===== src/rtl/vx_dmem_rsp_merge.sv =====
// Gathers per-lane TileLink D beats into one merged dcache response per load tag.
// Optional perf counters (perf_rsp_count, perf_stall_cycles) are built when DMEM_RSP_MERGE_PERF_EN is defined.
module vx_dmem_rsp_merge #(
  parameter int NUM_LANES   = 4,
  parameter int TAG_W       = 10,
  parameter int NUM_ENTRIES = 4
) (
  input  logic                       clock,
  input  logic                       reset,
  input  logic                       alloc_valid,
  input  logic [TAG_W-1:0]           alloc_tag,
  input  logic [NUM_LANES-1:0]       alloc_mask,
  output logic                       alloc_ready,
  input  logic [NUM_LANES-1:0]       d_valid,
  input  logic [3*NUM_LANES-1:0]     d_opcode,
  input  logic [TAG_W*NUM_LANES-1:0] d_source,
  input  logic [32*NUM_LANES-1:0]    d_data,
  output logic [NUM_LANES-1:0]       d_ready,
  output logic                       rsp_valid,
  output logic [NUM_LANES-1:0]       rsp_tmask,
  output logic [32*NUM_LANES-1:0]    rsp_data,
  output logic [TAG_W-1:0]           rsp_tag,
  input  logic                       rsp_ready,
  output logic                       err_orphan
`ifdef DMEM_RSP_MERGE_PERF_EN
  ,
  output logic [31:0]                perf_rsp_count,
  output logic [31:0]                perf_stall_cycles
`endif
);
  localparam int IDX_W = (NUM_ENTRIES > 1) ? $clog2(NUM_ENTRIES) : 1;

  logic [NUM_ENTRIES-1:0]    vld_q, vld_n;
  logic [TAG_W-1:0]          tag_q  [NUM_ENTRIES];
  logic [TAG_W-1:0]          tag_n  [NUM_ENTRIES];
  logic [NUM_LANES-1:0]      exp_q  [NUM_ENTRIES];
  logic [NUM_LANES-1:0]      exp_n  [NUM_ENTRIES];
  logic [NUM_LANES-1:0]      rcv_q  [NUM_ENTRIES];
  logic [NUM_LANES-1:0]      rcv_n  [NUM_ENTRIES];
  logic [32*NUM_LANES-1:0]   data_q [NUM_ENTRIES];
  logic [32*NUM_LANES-1:0]   data_n [NUM_ENTRIES];

  logic [IDX_W-1:0]          out_idx, free_idx, sel_idx;
  logic [NUM_ENTRIES-1:0]    cmpl;
  logic                      free_any, tag_dup, alloc_fire, rsp_fire;
  logic                      orphan, lane_hit, load;

  assign d_ready  = '1;
  assign rsp_fire = rsp_valid && rsp_ready;

  always_comb begin
    free_any = 1'b0;
    free_idx = '0;
    tag_dup  = 1'b0;
    for (int e = NUM_ENTRIES - 1; e >= 0; e--) begin
      if (!vld_q[e]) begin
        free_any = 1'b1;
        free_idx = IDX_W'(e);
      end
      if (vld_q[e] && (tag_q[e] == alloc_tag)) tag_dup = 1'b1;
    end
  end

  assign alloc_ready = reset && free_any && !tag_dup;
  assign alloc_fire  = alloc_valid && alloc_ready && (alloc_mask != '0);

  // Beats look only at pre-edge entry state, so a same-cycle alloc never catches its own tag's beat.
  always_comb begin
    vld_n    = vld_q;
    tag_n    = tag_q;
    exp_n    = exp_q;
    rcv_n    = rcv_q;
    data_n   = data_q;
    orphan   = 1'b0;
    lane_hit = 1'b0;
    for (int l = 0; l < NUM_LANES; l++) begin
      if (d_valid[l] && (d_opcode[3*l +: 3] == 3'd1)) begin
        lane_hit = 1'b0;
        for (int e = 0; e < NUM_ENTRIES; e++) begin
          if (vld_q[e] && (tag_q[e] == d_source[TAG_W*l +: TAG_W]) &&
              exp_q[e][l] && !rcv_q[e][l]) begin
            lane_hit              = 1'b1;
            rcv_n[e][l]           = 1'b1;
            data_n[e][32*l +: 32] = d_data[32*l +: 32];
          end
        end
        if (!lane_hit) orphan = 1'b1;
      end
    end
    if (rsp_fire) vld_n[out_idx] = 1'b0;
    if (alloc_fire) begin
      vld_n[free_idx]  = 1'b1;
      tag_n[free_idx]  = alloc_tag;
      exp_n[free_idx]  = alloc_mask;
      rcv_n[free_idx]  = '0;
      data_n[free_idx] = '0;
    end
  end

  // Completion is judged on next-state masks so the last beat reaches the output one edge later.
  always_comb begin
    cmpl    = '0;
    sel_idx = '0;
    for (int e = 0; e < NUM_ENTRIES; e++) begin
      cmpl[e] = vld_n[e] && (rcv_n[e] == exp_n[e]);
    end
    for (int e = NUM_ENTRIES - 1; e >= 0; e--) begin
      if (cmpl[e]) sel_idx = IDX_W'(e);
    end
  end

  assign load = (|cmpl) && (!rsp_valid || rsp_ready);

  always_ff @(posedge clock) begin
    if (!reset) begin
      vld_q      <= '0;
      rsp_valid  <= 1'b0;
      err_orphan <= 1'b0;
      out_idx    <= '0;
      rsp_tmask  <= '0;
      rsp_data   <= '0;
      rsp_tag    <= '0;
    end else begin
      vld_q <= vld_n;
      if (orphan) err_orphan <= 1'b1;
      if (load) begin
        rsp_valid <= 1'b1;
        out_idx   <= sel_idx;
        rsp_tmask <= exp_n[sel_idx];
        rsp_data  <= data_n[sel_idx];
        rsp_tag   <= tag_n[sel_idx];
      end else if (rsp_ready) begin
        rsp_valid <= 1'b0;
      end
    end
  end

  always_ff @(posedge clock) begin
    tag_q  <= tag_n;
    exp_q  <= exp_n;
    rcv_q  <= rcv_n;
    data_q <= data_n;
  end

`ifdef DMEM_RSP_MERGE_PERF_EN
  always_ff @(posedge clock) begin
    if (!reset) begin
      perf_rsp_count    <= '0;
      perf_stall_cycles <= '0;
    end else begin
      if (rsp_fire) perf_rsp_count <= perf_rsp_count + 32'd1;
      if (rsp_valid && !rsp_ready) perf_stall_cycles <= perf_stall_cycles + 32'd1;
    end
  end
`endif

endmodule

===== config.mk =====
export PLATFORM = sky130hd
export DESIGN_NAME = vx_dmem_rsp_merge
export DESIGN_NICKNAME = d
export VERILOG_FILES = /design/src/rtl/vx_dmem_rsp_merge.sv
export SDC_FILE = /design/constraint.sdc
export NUM_CORES = 2
export LEC_CHECK = 0
export BUFFER_PORTS_ARGS = -buffer_cell sky130_fd_sc_hd__buf_2
export CAP_MARGIN = 20
export CORE_MARGIN = 3
export CORE_UTILIZATION = 55
export CTS_BUF_LIST = sky130_fd_sc_hd__clkbuf_8
export DETAILED_ROUTE_END_ITERATION = 8
export GPL_ROUTABILITY_DRIVEN = 0
export PLACE_DENSITY = 0.78
export SLEW_MARGIN = 20
export SYNTH_ARGS = -nofsm -noshare
export SYNTH_HDL_FRONTEND = slang
export SYNTH_SLANG_ARGS = --single-unit

===== constraint.sdc =====
create_clock -name clock -period 2.9 [get_ports clock]
set_input_delay 0.29 -clock clock [delete_from_list [all_inputs] [get_ports clock]]
set_output_delay 0.29 -clock clock [all_outputs]
set_load 0.005 [all_outputs]

==> impl_metrics.csv <==
group,metric,value,unit
synth,mappedNetlistArea,0.0323,mm2
power_and_ir_drop,clkPwrFrac,0.398,
sta,final_period_minus_worst_setup_slack,3350,ps
placed_design,hpwlAfterDp,64600,um
cts,clock_latency,750,ps
power_and_ir_drop,total_power,22100,uW
drt,route.detailed.wl_per_inst,27.2,um
final_layout,final-seq-area,0.0148,mm2
cts,clock-root-buffer,"sky130_fd_sc_hd__clkbuf_8",
power_and_ir_drop,total_switching_power,5990,uW
floorplan,fp.dieArea,0.0617,mm2
synth,synth.yosys.seq_area_share,0.455,
cts,clock_tree.buffer_depth,3,
drt,postRouteAntennaNets,0,
final_layout,fillers,3254,
synth,synth_area_leader_cell,"sky130_fd_sc_hd__dfxtp_1",
sta,finalWorstSetupSlack,-453,ps
final_layout,layout-area-overhead-vs-synth,37.1,%
cts,clkTransAtPathRegs,70,ps
synth,postSynthCellCount,3262,
floorplan,dieWidth,248,um
cts,tritoncts.num_buffers,112,
cts,cts_num_sinks,734,
final_layout,num-nets-final,4209,
global_route,number_of_global_route_vias_before_repair,28977,
floorplan,i_o_pin_cnt,351,
placed_design,post_placement_cell_area,0.0368,mm2
sta,tightest_slew,1280,ps
critical_path,setup.worst_path.start_class,"register",
global_route,grt.overflow.total,0,
floorplan,std_cell_rows,88,
sta,max_freq,298,MHz
synth,synth_top_cells_by_area,"sky130_fd_sc_hd__dfxtp_1 (46%), sky130_fd_sc_hd__mux2i_1 (21%), sky130_fd_sc_hd__nor2_1 (5.4%)",
drt,route.vias.total,31107,
sta,report.final.hold_viol_count,0,
critical_path,cp-end-kind,"register",
sta,skew,66.8,ps
power_and_ir_drop,power.static_leakage,0.0189,uW
global_route,total_track_usage,0.340,
synth,synth-edff-count,0,
floorplan,initial_utilization,0.558,
final_layout,layout-drive-gt1-share,0.324,
synth,synthFlopType,"sky130_fd_sc_hd__dfxtp_1",
critical_path,timing.critical_path.required,3470,ps
synth,avg_inst_size_synth,9.90,um2
final_layout,multi_input_area,0.0175,mm2
run,maximum_capacitance_violations,0,
sta,unrepaired_setup_endpoints_after_global_routing,"true",
synth,synth_seq_cells,734,
sta,finalSetupViolCount,143,
global_route,grt_max_degree,146,
power_and_ir_drop,share_seq_of_total_power,0.472,
floorplan,core,0.0579,mm2
final_layout,post-route-util,0.764,
synth,synth.yosys.warnings,0,
power_and_ir_drop,internal-power,16100,uW
final_layout,cell_area_after_layout,0.0443,mm2
drt,drt_pass1_iterations,7,
power_and_ir_drop,maximum_vdd_drop,0.498,mV
cts,cts_max_level,3,
hold_path,hold_path_class,"input port to register",
drt,detail_route.wirelength,132000,um
drt,drt-initial-drc-count,4053,
power_and_ir_drop,p_sw_frac,0.271,
synth,yosys.cell_types.count,73,
critical_path,critical_path_class,"register to register",
global_route,antenna_found_initial,7,
power_and_ir_drop,p_comb_frac,0.130,
sta,timing.final.max_slew_violations,0,
drt,drc,0,
outcome,outcome,"finished, violations left",
critical_path,worst_ep_arrival_time,3920,ps
synth,synth.top_cell.area_share,0.455,
outcome,failed_checks,"negative setup slack",
cts,cts_tree,"done",
global_route,grt_first_pass_wirelength,164000,um
floorplan,dieHeight,248,um
drt,route.detailed.vias_per_inst,6.40,
sta,max_slew_margin,0.145,
placed_design,io_buffers,346,
critical_path,critical_path.max_fanout,6,
synth,postSynth.asyncResetShare,0,
sta,final_min_period_over_clock_period,1.16,
power_and_ir_drop,cellPowerDensity,500,mW/mm2
==> final cells by class <==
class,count,area share
antenna,8,0.000452
clock buffer,146,0.0454
clock inverter,52,0.00605
inverter,15,0.00127
multi-input combinational,2225,0.396
sequential,734,0.334
tap,765,0.0216
timing repair buffer,919,0.196
==> metrics by stage <==
stage	TNS, ps	hold slack, ps	worst slack (ps)	cells
floorplan	0	431	86.9	3265
global placement	-49540	439	-468	4397
detailed placement	-50360	444	-424	4397
CTS	-1900	6.09	-89.4	4771
global route	-75050	53.9	-668	4860
finish	-34740	85.6	-453	4864
==> cells in the final DEF (no fill, tap or decap), types with 21 or more instances in the layout <==
| cell | synthesis | routed |
|---|---|---|
| sky130_fd_sc_hd__o221ai_1 | 109 | 39 |
| sky130_fd_sc_hd__buf_4 | 19 | 257 |
| sky130_fd_sc_hd__mux2_2 | 38 | 39 |
| sky130_fd_sc_hd__xor2_1 | 101 | 96 |
| sky130_fd_sc_hd__buf_12 | 0 | 84 |
| sky130_fd_sc_hd__buf_6 | 32 | 29 |
| sky130_fd_sc_hd__buf_16 | 0 | 22 |
| sky130_fd_sc_hd__nand4_1 | 21 | 21 |
| sky130_fd_sc_hd__o21ai_0 | 54 | 54 |
| sky130_fd_sc_hd__buf_2 | 129 | 345 |
| sky130_fd_sc_hd__nand3_2 | 0 | 68 |
| sky130_fd_sc_hd__nor2_1 | 462 | 441 |
| sky130_fd_sc_hd__clkbuf_8 | 3 | 146 |
| sky130_fd_sc_hd__nand3_1 | 148 | 75 |
| sky130_fd_sc_hd__xnor2_1 | 99 | 87 |
| sky130_fd_sc_hd__inv_1 | 15 | 53 |
| sky130_fd_sc_hd__dfxtp_1 | 734 | 698 |
| sky130_fd_sc_hd__o221ai_2 | 20 | 89 |
| sky130_fd_sc_hd__mux2i_1 | 672 | 642 |
| sky130_fd_sc_hd__clkbuf_16 | 0 | 34 |
| sky130_fd_sc_hd__a21oi_1 | 105 | 105 |
| sky130_fd_sc_hd__nand2_1 | 200 | 189 |
| sky130_fd_sc_hd__dlygate4sd3_1 | 0 | 138 |
==> power by group through the flow <==
stage               combinational (uW)  clock, uW  sequential [uW]
floorplan                         1080          0            10500
global placement                  2010          0            10600
detailed placement                2030          0            10600
CTS                               2360       8690            10400
global route                      2930       9210            10400
finish                            2870       8810            10500
==> logic make-up after synthesis <==
family	count (synthesis)	share of synthesized area
DFF	734	0.455
muxes	726	0.227
buffers and inverters	306	0.0522
xor gates and xnor gates	201	0.0548
other	1	0.000116
AOI/OAI and AO/OA	353	0.0813
and+or+nand+nor	941	0.129
==> what timing repair did <==
item	4_1_cts	5_1_grt
setup buffers	29	44
pin swaps	62	76
gates cloned	11	45
hold buffers	138	0
endpoints found under the hold margin	539	0
endpoints found under the setup margin	144	150
gates resized for setup	143	273
==> per-layer routing <==
metal  routed length [um]  GRT usage  share of wire  vias up
li1                     -          -              -    12981
met4                10800      0.181          0.082        4
met2                60200      0.564           0.46     2535
met5                   22          0        0.00017        -
met1                44800      0.411           0.34    14717
met3                16200     0.0800           0.12      870
==> sequential cells by signal, summed over array words and instances (netlist names) <==
name / flops
data_q: 512
rsp_data: 128
tag_q: 40
exp_q: 16
rcv_q: 16
rsp_tag: 10
rsp_tmask: 4
vld_q: 4
out_idx: 2
err_orphan: 1
rsp_valid: 1
==> path summary, 6_finish.rpt <==
path / start / endpoint / slack (ps) / depth (start not counted)
hold reg to reg: data_q[307] / data_q[307] / 450 / 2
setup / recovery: tag_q[28] / rsp_tag[0] / -450 / 12
hold / removal: alloc_tag[6] / tag_q[6] / 90 / 3
setup reg to reg: tag_q[28] / rsp_tag[0] / -450 / 12
==> synth_stat cells, types with 4 or more instances <==
| library cell | n |
|---|---|
| sky130_fd_sc_hd__a21oi_1 | 105 |
| sky130_fd_sc_hd__a222oi_1 | 14 |
| sky130_fd_sc_hd__a31oi_1 | 20 |
| sky130_fd_sc_hd__and3_1 | 5 |
| sky130_fd_sc_hd__and4_1 | 5 |
| sky130_fd_sc_hd__buf_1 | 31 |
| sky130_fd_sc_hd__buf_2 | 129 |
| sky130_fd_sc_hd__buf_4 | 19 |
| sky130_fd_sc_hd__buf_6 | 32 |
| sky130_fd_sc_hd__clkbuf_1 | 73 |
| sky130_fd_sc_hd__dfxtp_1 | 734 |
| sky130_fd_sc_hd__inv_1 | 15 |
| sky130_fd_sc_hd__mux2_1 | 16 |
| sky130_fd_sc_hd__mux2_2 | 38 |
| sky130_fd_sc_hd__mux2i_1 | 672 |
| sky130_fd_sc_hd__nand2_1 | 200 |
| sky130_fd_sc_hd__nand2b_1 | 6 |
| sky130_fd_sc_hd__nand3_1 | 148 |
| sky130_fd_sc_hd__nand4_1 | 21 |
| sky130_fd_sc_hd__nand4bb_1 | 4 |
| sky130_fd_sc_hd__nor2_1 | 462 |
| sky130_fd_sc_hd__nor2b_1 | 8 |
| sky130_fd_sc_hd__nor3_1 | 20 |
| sky130_fd_sc_hd__nor4_1 | 30 |
| sky130_fd_sc_hd__nor4bb_1 | 4 |
| sky130_fd_sc_hd__o21ai_0 | 54 |
| sky130_fd_sc_hd__o221ai_1 | 109 |
| sky130_fd_sc_hd__o221ai_2 | 20 |
| sky130_fd_sc_hd__o22ai_1 | 4 |
| sky130_fd_sc_hd__xnor2_1 | 99 |
| sky130_fd_sc_hd__xor2_1 | 101 |
==> worst max-delay path: stages, from the launching register on <==
cell	delay, ps
sky130_fd_sc_hd__dfxtp_4	390
sky130_fd_sc_hd__buf_6	150
sky130_fd_sc_hd__xnor2_2	130
sky130_fd_sc_hd__nand4_1	120
sky130_fd_sc_hd__nor3_2	70
sky130_fd_sc_hd__or3_1	380
sky130_fd_sc_hd__or4_4	520
sky130_fd_sc_hd__nor2_4	160
sky130_fd_sc_hd__buf_12	140
sky130_fd_sc_hd__buf_12	120
sky130_fd_sc_hd__mux2_4	320
sky130_fd_sc_hd__a222oi_1	470
sky130_fd_sc_hd__a31oi_1	210
(Power assumes the default switching activity.)
